$ cat src/rtl/prfc_table_loader.sv
// Streaming loader for the nine pRFC chunk-table BRAMs: header+payload records in, sequential BRAM writes out.
// Optional build macro PRFC_LOADER_CHECKSUM_EN adds an XOR trailer word per table (state CHK).
module prfc_table_loader #(
  parameter int unsigned DATA_WIDTH           = 32,
  parameter logic [31:0] PHASE0_CHUNK_NUM_0   = 32'd100,
  parameter logic [31:0] PHASE0_CHUNK_NUM_1   = 32'd100,
  parameter logic [31:0] PHASE0_CHUNK_NUM_2   = 32'd100,
  parameter logic [31:0] PHASE0_CHUNK_NUM_3   = 32'd150,
  parameter logic [31:0] PHASE0_CHUNK_NUM_4   = 32'd200,
  parameter logic [31:0] PHASE0_CHUNK_NUM_5   = 32'd250,
  parameter logic [31:0] PHASE1_CHUNK_NUM_0   = 32'd250,
  parameter logic [31:0] PHASE1_CHUNK_NUM_1   = 32'd250,
  parameter logic [31:0] FINALPHASE_CHUNK_NUM = 32'd250
) (
  input  logic                  clk,
  input  logic                  rst_n,
  input  logic                  start_load,
  input  logic                  s_valid,
  output logic                  s_ready,
  input  logic [DATA_WIDTH-1:0] s_data,
  input  logic                  s_last,
  output logic [8:0]            bram_we,
  output logic [31:0]           bram_addr,
  output logic [DATA_WIDTH-1:0] bram_wdata,
  output logic                  load_busy,
  output logic                  load_done,
  output logic                  load_error,
  output logic [2:0]            err_code,
  output logic [8:0]            tables_loaded,
  output logic [2:0]            state_dbg
);

  // Stream handshake: a word transfers on a rising clk edge where s_valid && s_ready;
  // s_ready depends only on the current state and never drops inside HDR/DATA/CHK/ERR.

  typedef enum logic [2:0] {
    S_IDLE = 3'd0,
    S_HDR  = 3'd1,
    S_DATA = 3'd2,
`ifdef PRFC_LOADER_CHECKSUM_EN
    S_CHK  = 3'd3,
`endif
    S_DONE = 3'd4,
    S_ERR  = 3'd5
  } state_t;

  localparam logic [2:0] ERR_BAD_ID   = 3'd1;
  localparam logic [2:0] ERR_BAD_LEN  = 3'd2;
  localparam logic [2:0] ERR_LAST     = 3'd3;
`ifdef PRFC_LOADER_CHECKSUM_EN
  localparam logic [2:0] ERR_CHECKSUM = 3'd4;
`endif

  state_t state;
  state_t next_state;

  logic [3:0]  cur_id;
  logic [31:0] addr_cnt;
  logic [31:0] last_addr;
`ifdef PRFC_LOADER_CHECKSUM_EN
  logic [DATA_WIDTH-1:0] csum;
`endif

  logic        beat;
  logic [3:0]  hdr_id;
  logic [27:0] hdr_count;
  logic        start_accept;
  logic        hdr_accept;
  logic        wr_beat;
  logic        mark_loaded;
  logic        raise_err;
  logic [2:0]  err_val;

  function automatic logic [31:0] depth_of(input logic [3:0] id);
    case (id)
      4'd0:    depth_of = PHASE0_CHUNK_NUM_0;
      4'd1:    depth_of = PHASE0_CHUNK_NUM_1;
      4'd2:    depth_of = PHASE0_CHUNK_NUM_2;
      4'd3:    depth_of = PHASE0_CHUNK_NUM_3;
      4'd4:    depth_of = PHASE0_CHUNK_NUM_4;
      4'd5:    depth_of = PHASE0_CHUNK_NUM_5;
      4'd6:    depth_of = PHASE1_CHUNK_NUM_0;
      4'd7:    depth_of = PHASE1_CHUNK_NUM_1;
      4'd8:    depth_of = FINALPHASE_CHUNK_NUM;
      default: depth_of = 32'd0;
    endcase
  endfunction

  function automatic logic [8:0] id_onehot(input logic [3:0] id);
    id_onehot = 9'd1 << id;
  endfunction

  assign s_ready   = (state == S_HDR) || (state == S_DATA) ||
`ifdef PRFC_LOADER_CHECKSUM_EN
                     (state == S_CHK) ||
`endif
                     (state == S_ERR);
  assign beat      = s_valid && s_ready;
  assign hdr_id    = s_data[31:28];
  assign hdr_count = s_data[27:0];
  assign load_done = (state == S_DONE);
  assign state_dbg = state;

  always_ff @(posedge clk or negedge rst_n) begin
    if (!rst_n) state <= S_IDLE;
    else        state <= next_state;
  end

  always_comb begin
    next_state   = state;
    start_accept = 1'b0;
    hdr_accept   = 1'b0;
    wr_beat      = 1'b0;
    mark_loaded  = 1'b0;
    raise_err    = 1'b0;
    err_val      = 3'd0;
    case (state)
      S_IDLE: begin
        if (start_load) begin
          start_accept = 1'b1;
          next_state   = S_HDR;
        end
      end
      S_HDR: begin
        if (beat) begin
          if (hdr_id > 4'd8) begin
            raise_err = 1'b1;
            err_val   = ERR_BAD_ID;
          end else if ((hdr_count == 28'd0) || ({4'h0, hdr_count} > depth_of(hdr_id))) begin
            raise_err = 1'b1;
            err_val   = ERR_BAD_LEN;
          end else if (s_last) begin
            raise_err = 1'b1;
            err_val   = ERR_LAST;
          end else begin
            hdr_accept = 1'b1;
            next_state = S_DATA;
          end
          // An error raised on the session's final word has nothing left to drain.
          if (raise_err) next_state = s_last ? S_IDLE : S_ERR;
        end
      end
      S_DATA: begin
        if (beat) begin
          wr_beat = 1'b1;
          if (addr_cnt == last_addr) begin
`ifdef PRFC_LOADER_CHECKSUM_EN
            if (s_last) begin
              raise_err  = 1'b1;
              err_val    = ERR_LAST;
              next_state = S_IDLE;
            end else begin
              next_state = S_CHK;
            end
`else
            mark_loaded = 1'b1;
            next_state  = s_last ? S_DONE : S_HDR;
`endif
          end else if (s_last) begin
            raise_err  = 1'b1;
            err_val    = ERR_LAST;
            next_state = S_IDLE;
          end
        end
      end
`ifdef PRFC_LOADER_CHECKSUM_EN
      S_CHK: begin
        if (beat) begin
          if (s_data == csum) begin
            mark_loaded = 1'b1;
            next_state  = s_last ? S_DONE : S_HDR;
          end else begin
            raise_err  = 1'b1;
            err_val    = ERR_CHECKSUM;
            next_state = s_last ? S_IDLE : S_ERR;
          end
        end
      end
`endif
      S_DONE: next_state = S_IDLE;
      S_ERR: begin
        if (beat && s_last) next_state = S_IDLE;
      end
      default: next_state = S_IDLE;
    endcase
  end

  always_ff @(posedge clk or negedge rst_n) begin
    if (!rst_n) begin
      bram_we       <= '0;
      bram_addr     <= '0;
      bram_wdata    <= '0;
      load_busy     <= 1'b0;
      load_error    <= 1'b0;
      err_code      <= '0;
      tables_loaded <= '0;
      cur_id        <= '0;
      addr_cnt      <= '0;
      last_addr     <= '0;
`ifdef PRFC_LOADER_CHECKSUM_EN
      csum          <= '0;
`endif
    end else begin
      bram_we   <= '0;
      load_busy <= (next_state != S_IDLE);
      if (start_accept) begin
        tables_loaded <= '0;
        load_error    <= 1'b0;
        err_code      <= '0;
      end
      if (hdr_accept) begin
        cur_id    <= hdr_id;
        addr_cnt  <= '0;
        last_addr <= {4'h0, hdr_count} - 32'd1;
`ifdef PRFC_LOADER_CHECKSUM_EN
        csum      <= '0;
`endif
      end
      if (wr_beat) begin
        bram_we   <= id_onehot(cur_id);
        bram_addr <= addr_cnt;
        // Phase0 tables hold 16-bit entries; the upper half is written as zero.
        if (cur_id < 4'd6) bram_wdata <= {{(DATA_WIDTH-16){1'b0}}, s_data[15:0]};
        else               bram_wdata <= s_data;
        addr_cnt  <= addr_cnt + 32'd1;
`ifdef PRFC_LOADER_CHECKSUM_EN
        csum      <= csum ^ s_data;
`endif
      end
      if (mark_loaded) tables_loaded <= tables_loaded | id_onehot(cur_id);
      if (raise_err) begin
        load_error <= 1'b1;
        err_code   <= err_val;
      end
    end
  end

endmodule

$ cat config.mk
export PLATFORM = sky130hd
export DESIGN_NAME = prfc_table_loader
export DESIGN_NICKNAME = d
export VERILOG_FILES = /design/src/rtl/prfc_table_loader.sv
export SDC_FILE = /design/constraint.sdc
export NUM_CORES = 1
export LEC_CHECK = 0
export BUFFER_PORTS_ARGS = -buffer_cell sky130_fd_sc_hd__buf_2
export CAP_MARGIN = 20
export CORE_MARGIN = 2
export CORE_UTILIZATION = 56
export DETAILED_ROUTE_END_ITERATION = 8
export PLACE_DENSITY = 0.8
export SKIP_CTS_REPAIR_TIMING = 1
export SLEW_MARGIN = 10
export SYNTH_ARGS = -nofsm -noshare
export SYNTH_HDL_FRONTEND = slang
export SYNTH_SLANG_ARGS = --single-unit
$ cat constraint.sdc
create_clock -name clk -period 2.9 [get_ports clk]
set_input_delay 0.87 -clock clk [delete_from_list [all_inputs] [get_ports clk]]
set_output_delay 0.87 -clock clk [all_outputs]
set_load 0.02 [all_outputs]
==> results of run 1 <==
-- where the power goes --
group	switching, mW	internal (mW)	total [mW]	leakage [nW]
combinational	0.299	0.187	0.486	2.21
clock	0.881	1.41	2.29	0.296
sequential	0.0360	2.19	2.23	2.14
total	1.22	3.79	5.01	4.64
-- path summary, 6_finish.rpt --
check,slack [ns],from,end
worst max-delay path,0.05,s_data[30],load_busy$_DFF_PN0_
worst min register to register,0.47,bram_addr[7]$_DFFE_PN0P_,bram_addr[7]$_DFFE_PN0P_
max in group asynchronous,1.69,rst_n,bram_we[6]$_DFF_PN0_
worst max register to register,0.50,addr_cnt[28]$_DFFE_PN0P_,load_busy$_DFF_PN0_
worst min-delay path,0.45,rst_n,bram_addr[29]$_DFFE_PN0P_
min in group clk,0.47,bram_addr[7]$_DFFE_PN0P_,bram_addr[7]$_DFFE_PN0P_
-- critical path, delay by kind of cell --
kind / cells / cell delay [ns]
multiplexers: 1 / 0.29
buffers and inverters: 1 / 0.11
AND/OR/NAND/NOR: 2 / 0.47
AO/OA/AOI/OAI: 3 / 0.81
adder cells (fa/ha/maj): 2 / 0.58
-- sequential cells by signal, summed over array words and instances (netlist names), 2 cells and up --
signal / count
err_code: 2
bram_we: 9
tables_loaded: 9
last_addr: 29
cur_id: 4
bram_wdata: 32
addr_cnt: 32
state_dbg: 3
bram_addr: 32
-- layer usage --
layer	GRT usage [%]	up-vias	share of wire [%]	routed length, um
li1	-	2705	-	-
met1	36.9	2796	44	7470
met2	43.6	174	50	8350
met3	4.96	15	4.5	760
met4	6.91	0	1.3	214
met5	0	-	0	0
-- stage by stage --
step,power (mW),setup WS (ns),hold WS (ns),instance area (um2)
after floorplan,2.51,-0.155,0.468,7000
after CTS,5.00,0.158,0.473,8500
final,5.01,0.0531,0.454,8580
after detailed placement,2.72,-0.256,0.458,7880
after global routing,5.19,-0.0177,0.503,8580
after global placement,2.71,-0.218,0.452,7880
-- cell type report --
class	count	share of cell area [%]
inverter	7	0.306
sequential	154	44.9
timing repair buffer	162	11.1
clock buffer	19	5.28
clock inverter	13	1.94
tap	147	2.14
multi-input combinational	502	34.3
-- cells in the final DEF (no fill, tap or decap), drive strengths merged, types with 4 or more instances in the layout --
cell	count
nor2	21
nand3	45
dfrtp	154
and4	4
mux2	6
xnor2	5
nand3b	4
nand2	188
xor2	33
clkbuf	19
a22o	16
nor4	15
nand4	6
o31ai	9
buf	162
and2	12
clkinv	4
nor3	11
or2	4
ha	9
nor2b	4
inv	10
and3	12
a21oi	13
o21a	10
or4	4
o21ai	37
-- cells by family (layout without fill, tap and decap cells) --
kind of cell,after synthesis,after routing
other,1,1
muxes,7,7
DFF,154,154
adders and majority gates,10,10
and+or+nand+nor,338,338
buffers and inverters,47,201
AOI/OAI and AO/OA,108,108
xor gates and xnor gates,38,38
==> impl_results.md, run 1 <==
* Core area at 12,000 um2
* Die Width at 115 um
* Area occupied by multi-input gates at 2950 um2
* Initial antenna violation count at 0
* Asr flop ratio synth at 100%
* Hpwl dp at 11,700 um
* Worst setup SP type: input pin
* Hold Crit Class: in -> async
* CTS tree: yes
* Die extent in y at between 100 and 150 um
* Post-synth top cells: 187 x nand2_1, 154 x dfrtp_1, 44 x nand3_1
* Port Buffers at ~130
* Mux share of post-synthesis cell area at 1.12%
* Global-route wire length before repair at 27,800 um
* CTS root buf: clkbuf_16
* Yosys top cell area share at 55.7%
* CTS Buf Count at 17
* Post-DRT Antenna Nets at 0
* Via count at 5,690
* Reg clk slew, reported paths at 0.06 ns
* Fin Setup TNS at 0 ns
* Worst Skew at 0.00867 ns
* Combinational family with the most area after synthesis: simple AND/OR/NAND/NOR gates
* Slew margin rel. at 52.2%
* Synth Area in Compound Gates at 10.6%
* Routed len/inst at between 15 and 20 um
* Initial core utilization at 57.6%
* Syn Area/Cell at slightly below 10 um2
* Slew @ Worst Pin at 0.717 ns
* CP Capture Type: register
* Final hold violation count at 0
* Synth area leaders: dfrtp_1 56%, nand2_1 10%, xor2_1 4.2%, nand3_1 3.2%, o21ai_0 2.7%
* Synthesis-stage register bit count at 154
* Clock Sink Count at 154
* R2r worst-path depth at 6
* Worst-path maximum fanout at 8
* Crit path time final at 2.85 ns
* F_max at between 300 and 400 MHz
* Simple-gate portion of the synthesized area at 23.1%
* Worst skew pair latency at 0.41 ns
* Max cap viols at 0
* Peak VDD IR at 0.000338 V
* Status: finished clean
* Post-Synth Adder-Cell Area at between 1.5 and 2%
* Fillers at 889
* Synth Area in XOR/XNOR at 4.81%
* Most common cell in the netlist: nand2_1
* Die area at 13,300 um2
* Slowest CP cell: a311o_1
* Clock Path Buffers at 2
* Via density at approximately 5.7
* Syn Inst Count at between 700 and 800
* Sequential cell area at 3850 um2
* Primary FF master, synth: dfrtp_1
* Synthesized area at 6920 um2
* H-tree lvl count at 4
* Routability cong. at 0.874
* Final period utilization at 98.2%
* Inst Count DP at 968
* I/O pin cnt at 129
* Post-synth EDFFs at 0
* Congestion Overflow GR at 0
* Worst-path cell chain: buf_6 -> maj3_2 -> mux2_4 -> ha_1 -> nand4_1 -> o22ai_4 -> a2111oi_4 -> a311o_1 -> or3_1
* Drt total wl at between 15,000 and 20,000 um
* Endpoints failing setup at 0
* Net Count, Synth at 749
* Starting DRC count in detailed routing at a little under 500
* Pwr Density at 584 nW/um2
* Area growth, synth to finish at 24.0%
* Total GRT Usage at 26.6%
* Arrival time worst endpoint at 3.13 ns
* Critical Path Max Stage Delay at 0.35 ns
* WS Path Type: in -> reg
* Remaining DRCs at 0
* Slew Limit Fails at 0
* Nets at 890
* Vias in the first global route at about 5,600
* Row Count at 40
* Warnings, synthesis at 0
* Synth cell types at 56
* DR pass1 iterations at 5
* Area leader, netlist: dfrtp_1
* Sequential area share after synthesis at 55.7%
* Crit path required time at 3.19 ns
* Largest net degree at the start of global routing at 77
* Finished Core Util at 71.4%
* Post-route insts no fill at 1,004
* Antenna Cells at 0
* Share of cells above drive strength 1 at about a quarter
* P_leak at 4.64 nW
No activity file was read; power rests on OpenSTA's default activity.
==> inputs of run 2 (changes only) <==
--- a/config.mk
+++ b/config.mk
@@ -11,6 +11,7 @@
 export CORE_UTILIZATION = 56
 export DETAILED_ROUTE_END_ITERATION = 8
 export PLACE_DENSITY = 0.8
+export REMOVE_ABC_BUFFERS = 1
 export SKIP_CTS_REPAIR_TIMING = 1
 export SLEW_MARGIN = 10
 export SYNTH_ARGS = -nofsm -noshare
==> impl_results.md, run 2 (same netlist as run 1, synthesis figures left out) <==
* Status: finished clean
* Die extent in y at roughly 120 um
* Hpwl dp at 11,500 um
* DR pass1 iterations at 5
* Endpoints failing setup at 0
* Worst setup SP type: input pin
* Area growth, synth to finish at 22.4%
* Die Width at 115 um
* Slew @ Worst Pin at 0.697 ns
* Worst-path maximum fanout at 7
* Final period utilization at 97.4%
* H-tree lvl count at 4
* Nets at roughly 900
* CTS Buf Count at 17
* Reg clk slew, reported paths at approximately 0.060 ns
* Worst Skew at 0.00590 ns
* Inst Count DP at 966
* Remaining DRCs at 0
* Core area at 12,000 um2
* CP Capture Type: register
* Post-route insts no fill at ~1,000
* Slew margin rel. at 53.5%
* Clock power share at between 40% and 50%
* Pwr Density at 565 nW/um2
* Congestion Overflow GR at 0
* Post-DRT Antenna Nets at 0
* Antenna Cells at 0
* Slew Limit Fails at 0
* Via count at 5,776
* Global-route wire length before repair at 27,300 um
* F_max at 354 MHz
* Hold Crit Class: in -> async
* CTS root buf: clkbuf_16
* Die area at ~13,000 um2
* I/O pin cnt at 129
* Total GRT Usage at 26.3%
* Largest net degree at the start of global routing at 69
* Routability cong. at 0.902
* Switching share of total power at 25.0%
* WS Path Type: in -> reg
* Routed len/inst at 16.8 um
* Vias in the first global route at about 5,700
* Arrival time worst endpoint at 3.12 ns
* Commonest non-fill, non-tap cell in the layout: nand2_1
* P_sw at 1.20 mW
* CTS tree: yes
* Flop pwr share at 46.7%
* Peak VDD IR at 0.000327 V
* Comb pwr share at 10.0%
* P_int at 3.59 mW
* Clock Sink Count at around 150
* Initial core utilization at 57.6%
* P_leak at 4.59 nW
* Starting DRC count in detailed routing at around 450
* Crit path time final at about 2.8 ns
* Row Count at 40
* Crit path required time at 3.20 ns
* Max cap viols at 0
* Clock Path Buffers at 2
* Port Buffers at 127
* Fin Setup TNS at 0 ns
* Design Power at 4.79 mW
* Largest registers: addr_cnt (32), bram_addr (32), bram_wdata (32)
* Most frequent cells in the layout: 187 x nand2_1, 154 x dfrtp_1, 125 x buf_2, 43 x nand3_1, 35 x o21ai_0
* Worst skew pair latency at 0.42 ns
* Via density at about 5.8
* Share of cells above drive strength 1 at between 20% and 30%
* Fin Hold WS at 0.407 ns
* Final hold violation count at 0
* Initial antenna violation count at 0
* Drt total wl at 16,800 um
## run 2: cell type report
cell class                 count  area (um2)
inverter                       7        26.3
tap                          147         184
timing repair buffer         158         918
fill                         901        3540
clock buffer                  21         460
clock inverter                11        97.6
multi-input combinational    502        2930
sequential                   154        3850
## run 2: power groups by stage
stage / registers (mW) / logic [mW] / clock network [mW]
2_1_floorplan: 2.32 / 0.170 / 0
3_3_place_gp: 2.27 / 0.428 / 0
3_5_place_dp: 2.27 / 0.446 / 0
4_1_cts: 2.23 / 0.451 / 2.11
5_1_grt: 2.24 / 0.515 / 2.20
6_report: 2.24 / 0.477 / 2.08
## run 2: routing by layer
| layer | vias up | track usage, % | wire length [um] |
|---|---|---|---|
| met5 | - | 0 | 0 |
| met2 | 210 | 42.4 | 8320 |
| met3 | 43 | 5.90 | 935 |
| met1 | 2824 | 34.3 | 7050 |
| met4 | 0 | 11.6 | 476 |
| li1 | 2699 | - | - |
## run 2: final timing paths
kind                                           start                         end  slack [ns]  depth (start not counted)
max                                       s_data[28]         load_busy$_DFF_PN0_        0.08                         12
min                                            rst_n    bram_addr[4]$_DFFE_PN0P_        0.41                          1
max reg2reg                 addr_cnt[28]$_DFFE_PN0P_         load_busy$_DFF_PN0_        0.51                          6
min reg2reg                bram_addr[21]$_DFFE_PN0P_   bram_addr[21]$_DFFE_PN0P_        0.47                          2
max in group asynchronous                      rst_n  bram_wdata[21]$_DFFE_PN0P_        1.74                          2
min in group clk           bram_addr[21]$_DFFE_PN0P_   bram_addr[21]$_DFFE_PN0P_        0.47                          2
## run 2: per-stage QoR
| step | setup WS [ns] | util [%] | instance area, um2 |
|---|---|---|---|
| after floorplan | -0.778 | - | 6750 |
| after global placement | -0.290 | 65.2 | 7830 |
| after detailed placement | -0.379 | 65.2 | 7830 |
| after CTS | -0.0424 | 69.9 | 8390 |
| after global routing | -0.0756 | 70.5 | 8470 |
| final | 0.0761 | 70.5 | 8470 |
## run 2: worst max-delay path, stage by stage
cell       delay (ns)
clkbuf_4         0.16
maj3_2           0.31
mux2_4           0.28
inv_1            0.07
ha_1             0.23
nand4_1          0.14
a21oi_2          0.06
o22ai_2          0.12
buf_6            0.15
a2111oi_2        0.06
a311o_1          0.30
or3_1            0.38
